`src/rtl/mux_scan_sequencer.sv`:
```
// Scan sequencer for a 4:1 mux: walks the masked channels in ascending order, dwells DWELL cycles on
// each, and assembles the sampled mux output into a 4-bit snapshot. Optional build: MUX_SCAN_MAJORITY_EN.
module mux_scan_sequencer #(
  parameter int unsigned DWELL = 4
) (
  input  logic       clk,
  input  logic       rst_n,
  input  logic       start,
  input  logic [3:0] channel_mask,
  input  logic       mux_out,
  output logic [1:0] select_lines,
  output logic [3:0] sample,
  output logic       busy,
  output logic       done
);

  localparam logic [1:0] S_IDLE   = 2'd0;
  localparam logic [1:0] S_DWELL  = 2'd1;
  localparam logic [1:0] S_FINISH = 2'd2;

  logic [1:0] state;
  logic [3:0] mask_q;
  logic [7:0] cnt;
  logic       last_cyc;
  logic       have_next;
  logic [1:0] next_ch;
  logic [1:0] first_ch;
  logic       bit_val;

  assign last_cyc = (cnt == 8'(DWELL - 1));

  // Descending loops so the final hit is the lowest qualifying channel.
  always_comb begin
    have_next = 1'b0;
    next_ch   = select_lines;
    for (int i = 3; i >= 0; i--) begin
      if (mask_q[i] && (i > int'(select_lines))) begin
        have_next = 1'b1;
        next_ch   = 2'(i);
      end
    end
  end

  always_comb begin
    first_ch = 2'd0;
    for (int i = 3; i >= 0; i--) begin
      if (channel_mask[i]) first_ch = 2'(i);
    end
  end

`ifdef MUX_SCAN_MAJORITY_EN
  localparam int OW = $clog2(DWELL + 1);

  logic [OW-1:0] ones;
  logic [OW:0]   ones_nxt;

  // Include the current cycle's mux_out so the decision covers all DWELL cycles; ties resolve to 0.
  assign ones_nxt = {1'b0, ones} + (OW+1)'(mux_out);
  assign bit_val  = ({ones_nxt, 1'b0} > (OW+2)'(DWELL));

  always_ff @(posedge clk) begin
    if (!rst_n) begin
      ones <= '0;
    end else if (state == S_DWELL) begin
      ones <= last_cyc ? '0 : ones_nxt[OW-1:0];
    end else begin
      ones <= '0;
    end
  end
`else
  assign bit_val = mux_out;
`endif

  always_ff @(posedge clk) begin
    if (!rst_n) begin
      state        <= S_IDLE;
      mask_q       <= 4'b0000;
      cnt          <= 8'd0;
      select_lines <= 2'b00;
      sample       <= 4'b0000;
      busy         <= 1'b0;
      done         <= 1'b0;
    end else begin
      done <= 1'b0;
      case (state)
        S_IDLE: begin
          if (start) begin
            mask_q <= channel_mask;
            sample <= 4'b0000;
            cnt    <= 8'd0;
            if (|channel_mask) begin
              state        <= S_DWELL;
              select_lines <= first_ch;
              busy         <= 1'b1;
            end else begin
              state <= S_FINISH;
              done  <= 1'b1;
            end
          end
        end
        S_DWELL: begin
          if (last_cyc) begin
            sample[select_lines] <= bit_val;
            cnt                  <= 8'd0;
            if (have_next) begin
              select_lines <= next_ch;
            end else begin
              state <= S_FINISH;
              busy  <= 1'b0;
              done  <= 1'b1;
            end
          end else begin
            cnt <= cnt + 8'd1;
          end
        end
        S_FINISH: state <= S_IDLE;
        default:  state <= S_IDLE;
      endcase
    end
  end

endmodule

```
`config.mk`:
```
export PLATFORM = sky130hd
export DESIGN_NAME = mux_scan_sequencer
export DESIGN_NICKNAME = d
export VERILOG_FILES = /design/src/rtl/mux_scan_sequencer.sv
export SDC_FILE = /design/constraint.sdc
export NUM_CORES = 1
export LEC_CHECK = 0
export CAP_MARGIN = 20
export CORE_ASPECT_RATIO = 1.1
export CORE_UTILIZATION = 24
export CTS_CLUSTER_SIZE = 16
export DETAILED_ROUTE_END_ITERATION = 6
export GPL_TIMING_DRIVEN = 0
export SLEW_MARGIN = 20
export SYNTH_ARGS = -nofsm -noshare
export SYNTH_HDL_FRONTEND = slang
export SYNTH_SLANG_ARGS = --single-unit
```
`constraint.sdc`:
```
create_clock -name clk -period 2.55 [get_ports clk]
set_input_delay 0.255 -clock clk [delete_from_list [all_inputs] [get_ports clk]]
set_output_delay 0.255 -clock clk [all_outputs]
set_load 0.02 [all_outputs]
```
==> flow_metrics.tcl, run 1 <==
set metrics [dict create \
    worst_setup_hold_path_clk_slew_ns 0.08 \
    critical_path_required_ns 2.74 \
    initial_antenna_violation_count 0 \
    clock-sinks 21 \
    period_share 0.762 \
    timing.final.crit_period_ns 1.94 \
    crit_path_end_kind "flop" \
    leading_cell_types_in_the_layout_fill_and_taps_excluded "dfxtp_1, nand2_1, clkdlybuf4s50_1, nor2_1, nor2b_1" \
    htreeDepth 1 \
    worst_margin_slew_ns 0.590 \
    drt_first_pass_iters 4 \
    drt.antenna.violating_nets 0 \
    cellPowerDensity_nw_per_um2 508 \
    grtUsageMet3 0.0184 \
    postCtsResizedCells 0 \
    detail_route.wirelength_um 2410 \
    synth_area_leaders "dfxtp_1, mux2i_1, nand2_1, nor2b_1, xor2_1" \
    min-delay-start "rst_n" \
    yosysTopAreaCellShare 0.370 \
    met2_usage 0.157 \
    cts_hold_buffers 0 \
    grtUsageTotal 0.107 \
    min_path_type "in -> reg" \
    design_area_sq_um 1390 \
    power.leakage_nw 0.514 \
    final_count_of_hold_timing_violations 0 \
    vias_after_detailed_routing 977 \
    postSynthCellCount 131 \
    first_pass_grt_wire_length_um 4080 \
    antenna_cells_inserted 0 \
    worstReg2RegStart "cnt[0]" \
    clock_tree_root_driver_cell "clkbuf_8" \
    global_route_congestion_overflow_total 0 \
    rr_worst_depth 5 \
    avg_synthesized_cell_area_sq_um 8.66 \
    min_delay_path_depth 3 \
    initial_core_util 0.257 \
    regToRegEndpoint "select_lines[1]" \
    ys.flop_type "dfxtp_1" \
    worst_skew_pair_latency_ns 0.26 \
    max-cap-violations 0 \
    drt_iter0_drc 25 \
    final.setup.tns_ns 0 \
    ir_worst_vdd_mv 0.144 \
    synth_edf_count 0 \
    std_cell_rows 25 \
    grt_setup_unrepaired "false" \
    post-route-worst-setup-slack_ns 0.607 \
    yosysWarningCount 0 \
    synth.yosys.seq_area_share 0.370 \
    place_congestion 0.797 \
    timing_worst_setup_path_type "reg -> reg" \
    slew_violations 0 \
    synth.net_count 140 \
    number_of_i_o_port_buffers 14 \
    synth.largest_area_cell "dfxtp_1" \
    drt-vias-per-instance 4.81 \
    floorplan_die_width_um 67.6 \
    register_area_sq_um 420 \
    finalSetupViolCount 0 \
    number_of_synthesized_register_bits 21 \
    core_sq_um 4410 \
    post-dp-hpwl_um 1800 \
    ys_types 41 \
    grt_start_max_net_pins 12 \
    worst_ep_arrival_time_ns 2.14 \
    dp_worst_setup_slack_ns 0.464 \
    synthToLayoutAreaGrowth_pct 22.3 \
    vias_in_the_first_global_route 880 \
    dp.cells 199 \
    cts_buffer_depth 2 \
    globalRoute.busiestLayer "met2" \
    cts_tree "done" \
    async_flop_share 0 \
    layout_commonest_cell "dfxtp_1" \
    slew_headroom 0.601 \
    worstSetupStartpointType "flop" \
    holdWs_ns 0.396 \
    timing.fmax_mhz 515 \
    design.portCount 16 \
    netlist_area_sq_um 1130 \
    r2r_slack_ns 0.61 \
    totalPowerFinal_mw 0.705 \
    layout.core_utilization 0.315 \
    final_net_count 159 \
    outcome "finished clean" \
    drc 0 \
    die_h_um 74.1 \
    die_footprint_sq_um 5010 \
    multiInputGateArea_sq_um 672 \
    post_route_cells_drive_above_1_share 0.0872 \
    placed_area_sq_um 1340 \
    cts-buffers-inserted 3 \
    final_cell_count_no_fill 203 \
    fill_cells 465 \
    routedWlPerCell_um 11.9 \
    grt.met1_usage 0.148 \
    post-cts-setup-buffer-count 0 \
    crit_fanout 5 \
    timing.hold.worst_endpoint "state[0]" \
    clock_skew_ns 0.00601 \
]
==> final cells by class <==
cell class	instances	area share
multi-input combinational	102	0.484
sequential	21	0.303
timing repair buffer	14	0.101
tap	54	0.0487
clock buffer	4	0.0325
buffer	5	0.0225
inverter	3	0.00812
==> worst max-delay path by stage <==
stage	startpoint	endpoint	cells past startpoint
final	cnt[0]	select_lines[1]	5
after global routing	cnt[0]	sample[3]	5
after CTS	cnt[0]	select_lines[1]	5
after detailed placement	start	sample[3]	5
after global placement	start	sample[3]	5
after floorplan	cnt[0]	cnt[6]	5
==> layer usage <==
metal | vias to the layer above | wire length [um]
met4 | 0 | 47
met1 | 445 | 1230
met2 | 17 | 1050
met3 | 4 | 82
met5 | - | 0
li1 | 511 | -
==> power breakdown <==
group | internal [mW] | total, mW | leakage, nW | switching [mW]
logic | 0.0622 | 0.133 | 0.321 | 0.0708
registers | 0.341 | 0.352 | 0.171 | 0.0112
clock network | 0.111 | 0.220 | 0.0228 | 0.109
==> synth_stat cells, drive strengths merged, types with 3 or more instances <==
cell type  instances
and3               4
a31oi              4
a21oi              4
inv                3
o21ai              6
nor2              10
o211ai             3
nand4              5
nor2b              9
xor2               4
nand2b             5
buf                3
nand2             17
mux2i              7
dfxtp             21
==> worst max-delay path: stages (launching register included) <==
cell and delay (ns):
dfxtp_1 0.37, ha_1 0.24, nor4b_1 0.52, a311oi_1 0.20
a31oi_1 0.31, mux2i_1 0.23
==> cells by family after synthesis <==
logic type               count (synthesis)  share of synthesized area
adder cells (fa/ha/maj)                  1                     0.0110
buffers and inverters                    8                     0.0375
XOR/XNOR                                 4                     0.0309
multiplexers                             7                     0.0617
AO/OA/AOI/OAI                           30                      0.197
flip-flops                              21                      0.370
AND/OR/NAND/NOR                         60                      0.291
==> state kept, by name, summed over array words and instances, names as in the netlist <==
signal and flops:
cnt 8, done 1, select_lines 2, state 2, sample 4, busy 1, mask_q 3
Power figures use the tool's default switching activity.
==> run 2, diff against run 1 <==
==> constraint.sdc (replaced) <==
create_clock -name clk -period 1.7 [get_ports clk]
set_input_delay 0.17 -clock clk [delete_from_list [all_inputs] [get_ports clk]]
set_output_delay 0.17 -clock clk [all_outputs]
set_load 0.02 [all_outputs]
==> run 2 against run 1 <==
  * Sequential power grew 50%
  * Setup slack lost 0.55 ns
  * First-iteration DRC count fell by 40%
  * Total power grew 51%
  * Critical path type unchanged
  * Clock-buffer cell count unchanged
  * Clock skew is 0.00060 ns higher
  * Wire length increased by 2.0%
  * Flip-flop and latch count unchanged
  * Critical path depth unchanged
  * Largest power group unchanged
  * Clock power increased by 50%
  * Critical endpoint is now cnt[6]
==> flow_metrics.tcl, run 2 (synthesis results as in run 1) <==
set metrics [dict create \
    worstSetupStartpointType "flop" \
    min_delay_path_depth 3 \
    cts_tree "done" \
    drt_first_pass_iters 4 \
    die_footprint_sq_um 5010 \
    min-delay-start "rst_n" \
    routedWlPerCell_um 12.1 \
    drt_iter0_drc 15 \
    grt_setup_unrepaired "true" \
    core_sq_um 4410 \
    grtUsageTotal 0.109 \
    worst_ep_arrival_time_ns 1.80 \
    cts-buffers-inserted 3 \
    finalSetupViolCount 0 \
    dp_worst_setup_slack_ns -0.301 \
    critical_path_required_ns 1.86 \
    htreeDepth 1 \
    crit_path_end_kind "flop" \
    post-cts-setup-buffer-count 0 \
    post_route_cells_drive_above_1_share 0.121 \
    largest_reg_flops 8 \
    max-cap-violations 0 \
    worst_setup_hold_path_clk_slew_ns 0.08 \
    drt.antenna.violating_nets 0 \
    slew_violations 0 \
    worstReg2RegStart "cnt[0]" \
    drc 0 \
    number_of_i_o_port_buffers 14 \
    design.portCount 16 \
    std_cell_rows 25 \
    largest_register "cnt" \
    holdWs_ns 0.304 \
    die_h_um 74.1 \
    vias_in_the_first_global_route 902 \
    placed_area_sq_um 1340 \
    min_path_type "in -> reg" \
    rr_worst_depth 5 \
    design_area_sq_um 1440 \
    outcome "finished clean" \
    timing_worst_setup_path_type "reg -> reg" \
    synthToLayoutAreaGrowth_pct 26.7 \
    final_count_of_hold_timing_violations 0 \
    first_pass_grt_wire_length_um 4130 \
    timing.final.crit_period_ns 1.65 \
    antenna_cells_inserted 0 \
    regToRegEndpoint "cnt[6]" \
    final_net_count 159 \
    timing.hold.worst_endpoint "state[0]" \
    ir_worst_vdd_mv 0.225 \
    r2r_slack_ns 0.05 \
    detail_route.wirelength_um 2460 \
    drt-vias-per-instance 4.76 \
    power.leakage_nw 0.519 \
    period_share 0.968 \
    clock_skew_ns 0.00661 \
    final.setup.tns_ns 0 \
    cellPowerDensity_nw_per_um2 742 \
    vias_after_detailed_routing 967 \
    layout_commonest_cell "dfxtp_1" \
    largest_registers "cnt (8), sample (4), mask_q (3)" \
    leading_cell_types_in_the_layout_fill_and_taps_excluded "dfxtp_1, nand2_1, clkdlybuf4s50_1, nor2_1, nor2b_1" \
    cts_hold_buffers 0 \
    clock-sinks 21 \
    initial_antenna_violation_count 0 \
    cts_buffer_depth 2 \
    worst_setup_path_startpoint "cnt[0]" \
    crit_fanout 5 \
    post-route-worst-setup-slack_ns 0.0537 \
    clock_tree_root_driver_cell "clkbuf_8" \
    global_route_congestion_overflow_total 0 \
    initial_core_util 0.257 \
    place_congestion 0.797 \
    worst_margin_slew_ns 0.477 \
    floorplan_die_width_um 67.6 \
    timing.fmax_mhz 607 \
    slew_headroom 0.679 \
    post-dp-hpwl_um 1800 \
    grt_start_max_net_pins 12 \
    worst_skew_pair_latency_ns 0.26 \
]
run 2: report_power, final:
part | switching [mW] | internal, mW
clock network | 0.164 | 0.167
logic | 0.109 | 0.0971
registers | 0.0179 | 0.511
total | 0.291 | 0.775
run 2: worst max path at each step:
stage | cells after the start | endpoint | slack (ns)
6_report | 5 | cnt[6] | 0.05
5_1_grt | 6 | select_lines[0] | -0.02
4_1_cts | 5 | busy | 0.02
3_5_place_dp | 5 | sample[3] | -0.30
3_3_place_gp | 5 | sample[3] | -0.31
2_1_floorplan | 5 | cnt[6] | 0.07
run 2: stage by stage:
step           instances  utilization  power (mW)
3_5_place_dp         199        0.304       0.739
5_1_grt              203        0.326        1.13
6_report             203        0.326        1.07
4_1_cts              203        0.322        1.08
2_1_floorplan        131            -       0.674
3_3_place_gp         199        0.304       0.740
run 2: critical path, cell delays in order, from the launching register on:
cell and delay [ns]:
dfxtp_4 0.37, ha_4 0.15, or4b_4 0.51, o21ai_4 0.20
nor2_1 0.07, o221a_1 0.23
run 2: per-layer routing:
layer | vias up | global-route usage | wire (um)
met5 | - | 0 | 0
met4 | 0 | 0.0567 | 70
met3 | 6 | 0.0184 | 89
met2 | 20 | 0.165 | 1090
met1 | 428 | 0.145 | 1210
li1 | 513 | - | -
run 2: timing repair:
action / 4_1_cts / 5_1_grt
endpoints found under the setup margin: 16 / 5
gates resized for setup: 7 / 3
pin swaps: 2 / 2
endpoints found under the hold margin: 0 / 0
run 2: layout make-up:
class                   instances  area [sq um]
plain buffers                   5          31.3
fillers                       463          2970
repair buffers                 14           140
multi-input cells             102           717
clock buffers                   4          45.0
well taps                      54          67.6
inverters                       3          11.3
flip-flops and latches         21           425
==> run 3, diff against run 2 <==
--- a/config.mk
+++ b/config.mk
@@ -8,10 +8,12 @@
 export CAP_MARGIN = 20
 export CORE_ASPECT_RATIO = 1.1
 export CORE_UTILIZATION = 24
+export CTS_BUF_LIST = sky130_fd_sc_hd__clkbuf_4 sky130_fd_sc_hd__clkbuf_8
 export CTS_CLUSTER_SIZE = 16
 export DETAILED_ROUTE_END_ITERATION = 6
+export GPL_ROUTABILITY_DRIVEN = 0
 export GPL_TIMING_DRIVEN = 0
-export SLEW_MARGIN = 20
+export SLEW_MARGIN = 30
 export SYNTH_ARGS = -nofsm -noshare
 export SYNTH_HDL_FRONTEND = slang
 export SYNTH_SLANG_ARGS = --single-unit
==> run 3 against run 2 <==
  * Wire length up 2.2%
  * Clock skew shrank 0.0027 ns
  * Setup slack worse by 0.0010 ns
  * Clock power is 6.3% higher
  * Final cell count rose by 1.5%
  * Maximum frequency about the same
  * Sequential share of layout area shrank 0.53 points
  * Critical path depth did not move
  * Sequential power is essentially flat
  * Total power up 2.5%
==> flow_metrics.tcl, run 3 (synthesis results as in run 1) <==
set metrics [dict create \
    outcome "finished clean" \
    min_path_type "in -> reg" \
    final.setup.tns_ns 0 \
    clock-sinks 21 \
    die_h_um 74.1 \
    timing.final.crit_period_ns 1.65 \
    layout_commonest_cell "dfxtp_1" \
    synthToLayoutAreaGrowth_pct 29.0 \
    global_route_congestion_overflow_total 0 \
    layout.core_utilization 0.332 \
    design.portCount 16 \
    drt_iter0_drc 34 \
    routedWlPerCell_um 12.2 \
    final_net_count 162 \
    slew_headroom 0.680 \
    crit_fanout 5 \
    critical_path_required_ns 1.86 \
    largest_register "cnt" \
    vias_after_detailed_routing 999 \
    std_cell_rows 25 \
    number_of_i_o_port_buffers 14 \
    crit_path_end_kind "flop" \
    power.leakage_nw 0.537 \
    worstReg2RegStart "cnt[0]" \
    cts_hold_buffers 0 \
    finalSetupViolCount 0 \
    grt_setup_unrepaired "false" \
    leading_cell_types_in_the_layout_fill_and_taps_excluded "dfxtp_1, nand2_1, clkdlybuf4s50_1, nor2_1, nor2b_1" \
    worst_setup_path_startpoint "cnt[0]" \
    drt.antenna.violating_nets 0 \
    ir_worst_vdd_mv 0.223 \
    htreeDepth 1 \
    cts_buffer_depth 2 \
    period_share 0.969 \
    min_delay_path_depth 3 \
    worst_ep_arrival_time_ns 1.81 \
    largest_reg_flops 8 \
    register_area_sq_um 425 \
    largest_registers "cnt (8), sample (4), mask_q (3)" \
    min-delay-start "rst_n" \
    drt-vias-per-instance 4.85 \
    drt_first_pass_iters 4 \
    grtUsageTotal 0.111 \
    vias_in_the_first_global_route 894 \
    worstSetupStartpointType "flop" \
    totalPowerFinal_mw 1.09 \
    clock_tree_root_driver_cell "clkbuf_8" \
    clock_skew_ns 0.00395 \
    slew_violations 0 \
    worst_margin_slew_ns 0.476 \
    post-dp-hpwl_um 1800 \
    detail_route.wirelength_um 2510 \
    final_count_of_hold_timing_violations 0 \
    worst_setup_hold_path_clk_slew_ns 0.08 \
    cellPowerDensity_nw_per_um2 747 \
    fill_cells 462 \
    timing_worst_setup_path_type "reg -> reg" \
    initial_core_util 0.257 \
    initial_antenna_violation_count 0 \
    first_pass_grt_wire_length_um 4200 \
    multiInputGateArea_sq_um 717 \
    drc 0 \
    die_footprint_sq_um 5010 \
    cts_tree "done" \
    post_route_cells_drive_above_1_share 0.145 \
    antenna_cells_inserted 0 \
    core_sq_um 4410 \
    max-cap-violations 0 \
    rr_worst_depth 5 \
    timing.fmax_mhz 607 \
    cts-buffers-inserted 3 \
    worst_skew_pair_latency_ns 0.26 \
    floorplan_die_width_um 67.6 \
    grt_start_max_net_pins 12 \
]
run 3: changes by cell type in the layout (fill, tap and decap cells not counted):
| cell | change |
|---|---|
| buf_4 | +3 |
| clkbuf_4 | +1 |
| clkbuf_1 | -1 |
run 3: cell type report:
class	count	share of cell area
multi-input cells	102	0.490
flip-flops and latches	21	0.291
repair buffers	17	0.111
well taps	54	0.0462
clock buffers	4	0.0333
plain buffers	5	0.0214
inverters	3	0.00769
run 3: per-layer routing:
metal / share of wire / GRT usage / up-vias
met2: 0.43 / 0.162 / 23
met1: 0.50 / 0.150 / 451
met4: 0.031 / 0.0638 / 0
li1: - / - / 518
met5: 0 / 0 / -
met3: 0.039 / 0.0230 / 7
run 3: repair_timing:
item,in CTS,in global routing
setup buffers,0,3
gates resized for setup,7,3
pin swaps,1,5
cloned,0,0
setup endpoints to repair,16,6
run 3: per-stage QoR:
step | instance area [sq um] | hold WS, ns | setup WS (ns) | std cells
2_1_floorplan | 1130 | 0.313 | 0.0712 | 131
3_3_place_gp | 1340 | 0.451 | -0.309 | 199
3_5_place_dp | 1340 | 0.456 | -0.301 | 199
4_1_cts | 1420 | 0.320 | 0.0115 | 203
5_1_grt | 1460 | 0.360 | 0.00121 | 206
6_report | 1460 | 0.325 | 0.0527 | 206
run 3: path summary, 6_finish.rpt:
check | to | slack, ns
worst min register to register | sample[0] | 0.46
worst max register to register | cnt[6] | 0.05
worst min-delay path | sample[1] | 0.33
worst max-delay path | cnt[6] | 0.05
run 3: power by group:
part | switching, mW | leakage [nW] | internal, mW | total [mW]
combinational | 0.111 | 0.339 | 0.102 | 0.213
sequential | 0.0177 | 0.172 | 0.511 | 0.529
clock | 0.169 | 0.0262 | 0.183 | 0.352
run 3: critical path, cell delays in order, from the launching register on:
cell and delay (ns):
dfxtp_4 0.37, ha_4 0.15, or4b_4 0.51, o21ai_4 0.21, nor2_1 0.07, o221a_1 0.23
